## config.mk

```make
export PLATFORM = sky130hd
export DESIGN_NAME = wb_stage
export DESIGN_NICKNAME = d
export VERILOG_FILES = /design/src/rtl/wb_stage.sv
export SDC_FILE = /design/constraint.sdc
export NUM_CORES = 1
export LEC_CHECK = 0
export BUFFER_PORTS_ARGS = -buffer_cell sky130_fd_sc_hd__clkbuf_2
export CORE_MARGIN = 2
export CORE_UTILIZATION = 35
export DETAILED_ROUTE_END_ITERATION = 10
export PLACE_DENSITY = 0.64
export SYNTH_ARGS = -nofsm -noshare
export SYNTH_HDL_FRONTEND = slang
export SYNTH_SLANG_ARGS = --single-unit
```

## constraint.sdc

```tcl
create_clock -name clk -period 1.7 [get_ports clk]
set_input_delay 0.17 -clock clk [delete_from_list [all_inputs] [get_ports clk]]
set_output_delay 0.17 -clock clk [all_outputs]
set_load 0.01 [all_outputs]
```

## src/rtl/wb_stage.sv

```systemverilog
// wb_stage: write-back stage of the RV32E pipeline.
// Accepts retiring instructions, waits for load responses, extracts and
// extends load data, and presents one registered register-file write.
// Optional feature: define WB_RETIRE_COUNTER_EN to add the retired_count output.
module wb_stage #(
  parameter int unsigned LOAD_TIMEOUT = 16
) (
  input  logic        clk,
  input  logic        rst,
  input  logic        in_valid,
  output logic        in_ready,
  input  logic [3:0]  in_rd_addr,
  input  logic        in_reg_write,
  input  logic [1:0]  in_wb_sel,
  input  logic [2:0]  in_funct3,
  input  logic [31:0] in_alu_result,
  input  logic [31:0] in_pc_plus4,
  input  logic        dmem_rvalid,
  input  logic [31:0] dmem_rdata,
  output logic [3:0]  wb_rd_addr,
  output logic [31:0] wb_data,
  output logic        wb_reg_write,
  output logic        misalign_err,
`ifdef WB_RETIRE_COUNTER_EN
  output logic [31:0] retired_count,
`endif
  output logic        load_err
);

  typedef enum logic [0:0] {
    IDLE      = 1'b0,
    WAIT_LOAD = 1'b1
  } state_e;

  // Last counter value before a pending load is abandoned.
  localparam logic [7:0] TMO_LAST = 8'(LOAD_TIMEOUT - 1);

  // Access is misaligned when the address is not a multiple of the access size.
  function automatic logic is_misaligned(input logic [2:0] f3, input logic [1:0] a);
    logic r;
    case (f3)
      3'b000, 3'b100: r = 1'b0;
      3'b001, 3'b101: r = a[0];
      default:        r = (a != 2'b00);
    endcase
    return r;
  endfunction

  // Pick the byte/halfword out of the response word and extend it.
  function automatic logic [31:0] load_extract(input logic [2:0] f3, input logic [1:0] a,
                                               input logic [31:0] w);
    logic [7:0]  b;
    logic [15:0] h;
    logic [31:0] r;
    case (a)
      2'b00:   b = w[7:0];
      2'b01:   b = w[15:8];
      2'b10:   b = w[23:16];
      2'b11:   b = w[31:24];
      default: b = w[7:0];
    endcase
    if (a[1]) begin
      h = w[31:16];
    end else begin
      h = w[15:0];
    end
    case (f3)
      3'b000:  r = {{24{b[7]}}, b};
      3'b001:  r = {{16{h[15]}}, h};
      3'b100:  r = {24'h000000, b};
      3'b101:  r = {16'h0000, h};
      default: r = w;
    endcase
    return r;
  endfunction

  state_e      state_q, state_d;
  logic [7:0]  cnt_q, cnt_d;
  logic [3:0]  ld_rd_q, ld_rd_d;
  logic        ld_we_q, ld_we_d;
  logic [2:0]  ld_f3_q, ld_f3_d;
  logic [1:0]  ld_addr_q, ld_addr_d;
  logic        ld_bad_q, ld_bad_d;
  logic [3:0]  wb_rd_addr_q, wb_rd_addr_d;
  logic [31:0] wb_data_q, wb_data_d;
  logic        wb_reg_write_q, wb_reg_write_d;
  logic        misalign_err_q, misalign_err_d;
  logic        load_err_q, load_err_d;

  assign in_ready     = (state_q == IDLE);
  assign wb_rd_addr   = wb_rd_addr_q;
  assign wb_data      = wb_data_q;
  assign wb_reg_write = wb_reg_write_q;
  assign misalign_err = misalign_err_q;
  assign load_err     = load_err_q;

  // Next-state, load bookkeeping and write-back selection.
  always_comb begin
    state_d        = state_q;
    cnt_d          = cnt_q;
    ld_rd_d        = ld_rd_q;
    ld_we_d        = ld_we_q;
    ld_f3_d        = ld_f3_q;
    ld_addr_d      = ld_addr_q;
    ld_bad_d       = ld_bad_q;
    wb_rd_addr_d   = wb_rd_addr_q;
    wb_data_d      = wb_data_q;
    wb_reg_write_d = 1'b0;
    misalign_err_d = 1'b0;
    load_err_d     = load_err_q;
    case (state_q)
      IDLE: begin
        if (in_valid) begin
          if (in_wb_sel == 2'b01) begin
            ld_rd_d        = in_rd_addr;
            ld_we_d        = in_reg_write;
            ld_f3_d        = in_funct3;
            ld_addr_d      = in_alu_result[1:0];
            ld_bad_d       = is_misaligned(in_funct3, in_alu_result[1:0]);
            misalign_err_d = is_misaligned(in_funct3, in_alu_result[1:0]);
            cnt_d          = 8'd0;
            state_d        = WAIT_LOAD;
          end else begin
            wb_rd_addr_d   = in_rd_addr;
            wb_reg_write_d = in_reg_write & (in_rd_addr != 4'd0);
            if (in_wb_sel == 2'b10) begin
              wb_data_d = in_pc_plus4;
            end else begin
              wb_data_d = in_alu_result;
            end
          end
        end else begin
          state_d = IDLE;
        end
      end
      WAIT_LOAD: begin
        if (dmem_rvalid) begin
          // A response on the timeout cycle still completes normally.
          wb_rd_addr_d   = ld_rd_q;
          wb_data_d      = load_extract(ld_f3_q, ld_addr_q, dmem_rdata);
          wb_reg_write_d = ld_we_q & (ld_rd_q != 4'd0) & ~ld_bad_q;
          state_d        = IDLE;
        end else if (cnt_q == TMO_LAST) begin
          load_err_d = 1'b1;
          cnt_d      = 8'd0;
          state_d    = IDLE;
        end else begin
          cnt_d = cnt_q + 8'd1;
        end
      end
      default: begin
        state_d = IDLE;
        cnt_d   = 8'd0;
      end
    endcase
  end

  // State and output registers; reset drops any pending load at once.
  always_ff @(posedge clk or posedge rst) begin
    if (rst) begin
      state_q        <= IDLE;
      cnt_q          <= 8'd0;
      ld_rd_q        <= 4'd0;
      ld_we_q        <= 1'b0;
      ld_f3_q        <= 3'd0;
      ld_addr_q      <= 2'd0;
      ld_bad_q       <= 1'b0;
      wb_rd_addr_q   <= 4'd0;
      wb_data_q      <= 32'd0;
      wb_reg_write_q <= 1'b0;
      misalign_err_q <= 1'b0;
      load_err_q     <= 1'b0;
    end else begin
      state_q        <= state_d;
      cnt_q          <= cnt_d;
      ld_rd_q        <= ld_rd_d;
      ld_we_q        <= ld_we_d;
      ld_f3_q        <= ld_f3_d;
      ld_addr_q      <= ld_addr_d;
      ld_bad_q       <= ld_bad_d;
      wb_rd_addr_q   <= wb_rd_addr_d;
      wb_data_q      <= wb_data_d;
      wb_reg_write_q <= wb_reg_write_d;
      misalign_err_q <= misalign_err_d;
      load_err_q     <= load_err_d;
    end
  end

`ifdef WB_RETIRE_COUNTER_EN
  logic [31:0] retired_count_q, retired_count_d;
  logic        retire_s;

  // An instruction completes on a non-load accept or when its load response is consumed.
  assign retire_s = ((state_q == IDLE) & in_valid & (in_wb_sel != 2'b01)) |
                    ((state_q == WAIT_LOAD) & dmem_rvalid);

  // Retirement counter increment, wrapping naturally at 32 bits.
  always_comb begin
    if (retire_s) begin
      retired_count_d = retired_count_q + 32'd1;
    end else begin
      retired_count_d = retired_count_q;
    end
  end

  // Retirement counter register.
  always_ff @(posedge clk or posedge rst) begin
    if (rst) begin
      retired_count_q <= 32'd0;
    end else begin
      retired_count_q <= retired_count_d;
    end
  end

  assign retired_count = retired_count_q;
`endif

endmodule

```

==> run_results.csv <==
group,metric,value,unit
cts,clkSlewWorstSetupHoldPaths,0.06,ns
setup_path,path_class,"reg -> reg",
yosys,ys_ff_latch,59,
outcome,outcome,"finished clean",
finish,drive_above_1_share,42.9,%
place,port_buffers,149,
timing,fin_crit_sh,97.2,%
die,die_y,104,um
finish,area_growth,38.8,%
timing,hold_violations,0,
min_path,hold_path.class,"in -> reg",
cts,numCtsBuffers,9,
yosys,syn_inst,374,
cts,clock_sinks,59,
yosys,synth-adder-area-share,0.360,%
power_and_ir_drop,powerDensity,992,nW/um^2
yosys,synth.top_cell.area_share,42.4,%
die,die_x,104,um
timing,rsz0062_at_grt,"yes",
power_and_ir_drop,irDropWorstVdd,0.434,mV
yosys,async_flop_share,100,%
cts,cts_tree,"done",
die,io_pins,150,
finish,fillers,948,
timing,finClkSkew,0.00844,ns
timing,worst_pin_slew,0.473,ns
timing,slew_viol_final,0,
timing,setup_viol,0,
setup_path,worstSetupEndpointType,"flop",
die,core,9730,um^2
yosys,synth_compound_area_share,21.0,%
yosys,synthSimpleGateAreaFrac,17.4,%
yosys,ys_top_cells_by_area,"dfrtp_1 42%, nand2_1 6.4%, mux2_2 5.2%, mux2i_1 4.9%, a21oi_1 4.5%",
yosys,yosys.cell_types.count,51,
setup_path,arrival,1.87,ns
route,num_vias,3562,
place,gp_congestion,0.872,
yosys,synthMuxAreaShare,13.3,%
global_route,grt_remaining_overflow,0,
route,top_layer,"met4",
route,vias_per_cell,5.27,
timing,worst_slack,0.0476,ns
route,wl_per_cell,17.1,um
power_and_ir_drop,total_power,4.79,mW
route,met2WireLength,5.60,mm
global_route,antenna_found_initial,0,
yosys,synth_warnings,0,
yosys,yosys.area_share.xor_xnor,1.26,%
run,max_cap_viol_count,0,
global_route,grt_pass1_vias,3732,
setup_path,r2r-start,"ld_addr_q[1]",
global_route,gr-usage-all-layers,22.0,%
yosys,yosysTopAreaCell,"dfrtp_1",
setup_path,endpoint,"wb_data[4]",
yosys,syn_area_per_cell,9.30,um^2
cts,root_buffer,"clkbuf_8",
setup_path,worstReg2RegEnd,"wb_data[4]",
route,wl_met1,4.92,mm
die,die-area,10800,um^2
die,start_util,35.8,%
timing,relSlewSlack,67.7,%
setup_path,reg2reg_slack,0.05,ns
cts,insertion_delay,0.34,ns
yosys,seq_area_frac_synth,42.4,%
route,drc_errors,0,
setup_path,cp.required,1.92,ns
yosys,synth_top_family_by_area,"compound AO/OA/AOI/OAI gates",
timing,layout_min_cycle_time,1.65,ns
yosys,synthFlopType,"dfrtp_1",
die,row_count,36,
finish,diodes,0,
timing,setup_tns,0,ns
setup_path,startpoint_type,"flop",
timing,fmax,0.605,GHz
route,met3_length,945,um
global_route,grt_max_degree,41,
yosys,synth_edf_count,0,
cts,clockBufferDepth,2,
finish,nNetsFinal,650,
route,firstDrtPassIters,4,
setup_path,startpoint,"ld_addr_q[1]",
place,dp_hpwl,9.05,mm
route,wl,11.5,mm
setup_path,rr_worst_depth,5,
global_route,grt_pass1_wl,18.9,mm
route,ant_nets,0,
route,drt_iter0_drc,196,
power_and_ir_drop,p_leak,2.26,nW
setup_path,crit_fanout,13,
yosys,syn_area,3480,um^2
place,pre_cts_ws,-0.0334,ns
yosys,syn_nets,485,
cts,cts_max_level,3,
[cells in the mapped netlist, drive strengths merged (3+ instances only)]
cell type	n
nand3	17
inv	4
clkbuf	12
a21oi	33
xnor2	3
nand3b	3
mux2	24
a21o	8
nand2	59
a2111oi	7
buf	15
o221ai	7
mux2i	17
o22ai	17
dfrtp	59
and2	7
nor2b	4
a21boi	7
nor2	20
nand2b	6
o21ai	14
a211oi	7
[critical path, cell delays in order (launching register included)]
cell and delay (ns):
dfrtp_1 0.41, buf_12 0.16, mux2_1 0.36, mux2i_1 0.23, a221oi_2 0.09, a311o_1 0.28
[routing by layer]
metal	vias up	global-route usage, %
met1	1709	28.3
met4	0	5.02
li1	1692	-
met2	152	37.3
met3	9	5.98
met5	-	0
[final cells by class]
| type | count | area [um^2] | share of cell area [%] |
|---|---|---|---|
| Sequential cell | 59 | 1480 | 30.6 |
| Multi-Input combinational cell | 284 | 1940 | 40.1 |
| Timing Repair Buffer | 181 | 1040 | 21.6 |
| Clock buffer | 13 | 159 | 3.29 |
| Inverter | 4 | 15.0 | 0.311 |
| Clock inverter | 2 | 35.0 | 0.725 |
| Tap cell | 133 | 166 | 3.45 |
[stage by stage]
stage               util, %  std cells  area, um^2  hold WS, ns
floorplan                 -        374        3480        0.275
global placement       46.3        655        4500        0.202
detailed placement     46.3        655        4500        0.204
CTS                    48.5        671        4710       0.0262
global route           49.6        676        4830       0.0390
finish                 49.6        676        4830       0.0358
[state kept, by name (all words and copies together) (netlist names)]
register and count:
wb_data 32, cnt_q 8, ld_rd_q 4, wb_rd_addr 4, ld_f3_q 3, ld_addr_q 2, ld_bad_q 1, ld_we_q 1
load_err 1, misalign_err 1, state_q 1, wb_reg_write 1
[report_power, final]
part           total (mW)  internal [mW]  switching, mW
logic                1.63          0.764          0.863
clock network        1.29          0.748          0.542
registers            1.87           1.68          0.196
[repair_timing]
item / in CTS / in global routing
setup buffers: 0 / 5
resized for setup: 3 / 17
gates cloned: 0 / 0
pin swaps: 0 / 1
endpoints found under the setup margin: 2 / 24
hold buffers: 1 / 0
hold endpoints to repair: 19 / 0
[how the worst min path moves through the flow]
stage | start | endpoint | cells past startpoint
after floorplan | in_alu_result[0] | ld_addr_q[0] | 2
after CTS | in_funct3[2] | ld_f3_q[2] | 3
after global placement | rst | wb_data[11] | 2
after detailed placement | rst | wb_data[14] | 2
final | in_funct3[2] | ld_f3_q[2] | 3
after global routing | in_funct3[2] | ld_f3_q[2] | 3
[cell families (layout without fill, tap and decap cells)]
group / Yosys count / after routing
buffers and inverters: 31 / 200
XOR/XNOR: 5 / 5
adder cells (fa/ha/maj): 1 / 1
multiplexers: 42 / 42
AO/OA/AOI/OAI: 108 / 108
flip-flops: 59 / 59
AND/OR/NAND/NOR: 128 / 128
[cells in the final DEF, fill, tap and decap left out, types with 8 or more instances in the layout]
cell / netlist / final
a21o_1: 8 / 8
a21oi_1: 31 / 31
buf_4: 4 / 26
clkbuf_2: 0 / 149
clkbuf_8: 0 / 11
dfrtp_1: 59 / 59
mux2_1: 8 / 8
mux2_2: 16 / 16
mux2i_1: 17 / 17
nand2_1: 59 / 59
nand3_1: 17 / 17
nor2_1: 19 / 19
o21ai_0: 11 / 11
o22ai_1: 17 / 17
(Power assumes the default switching activity.)
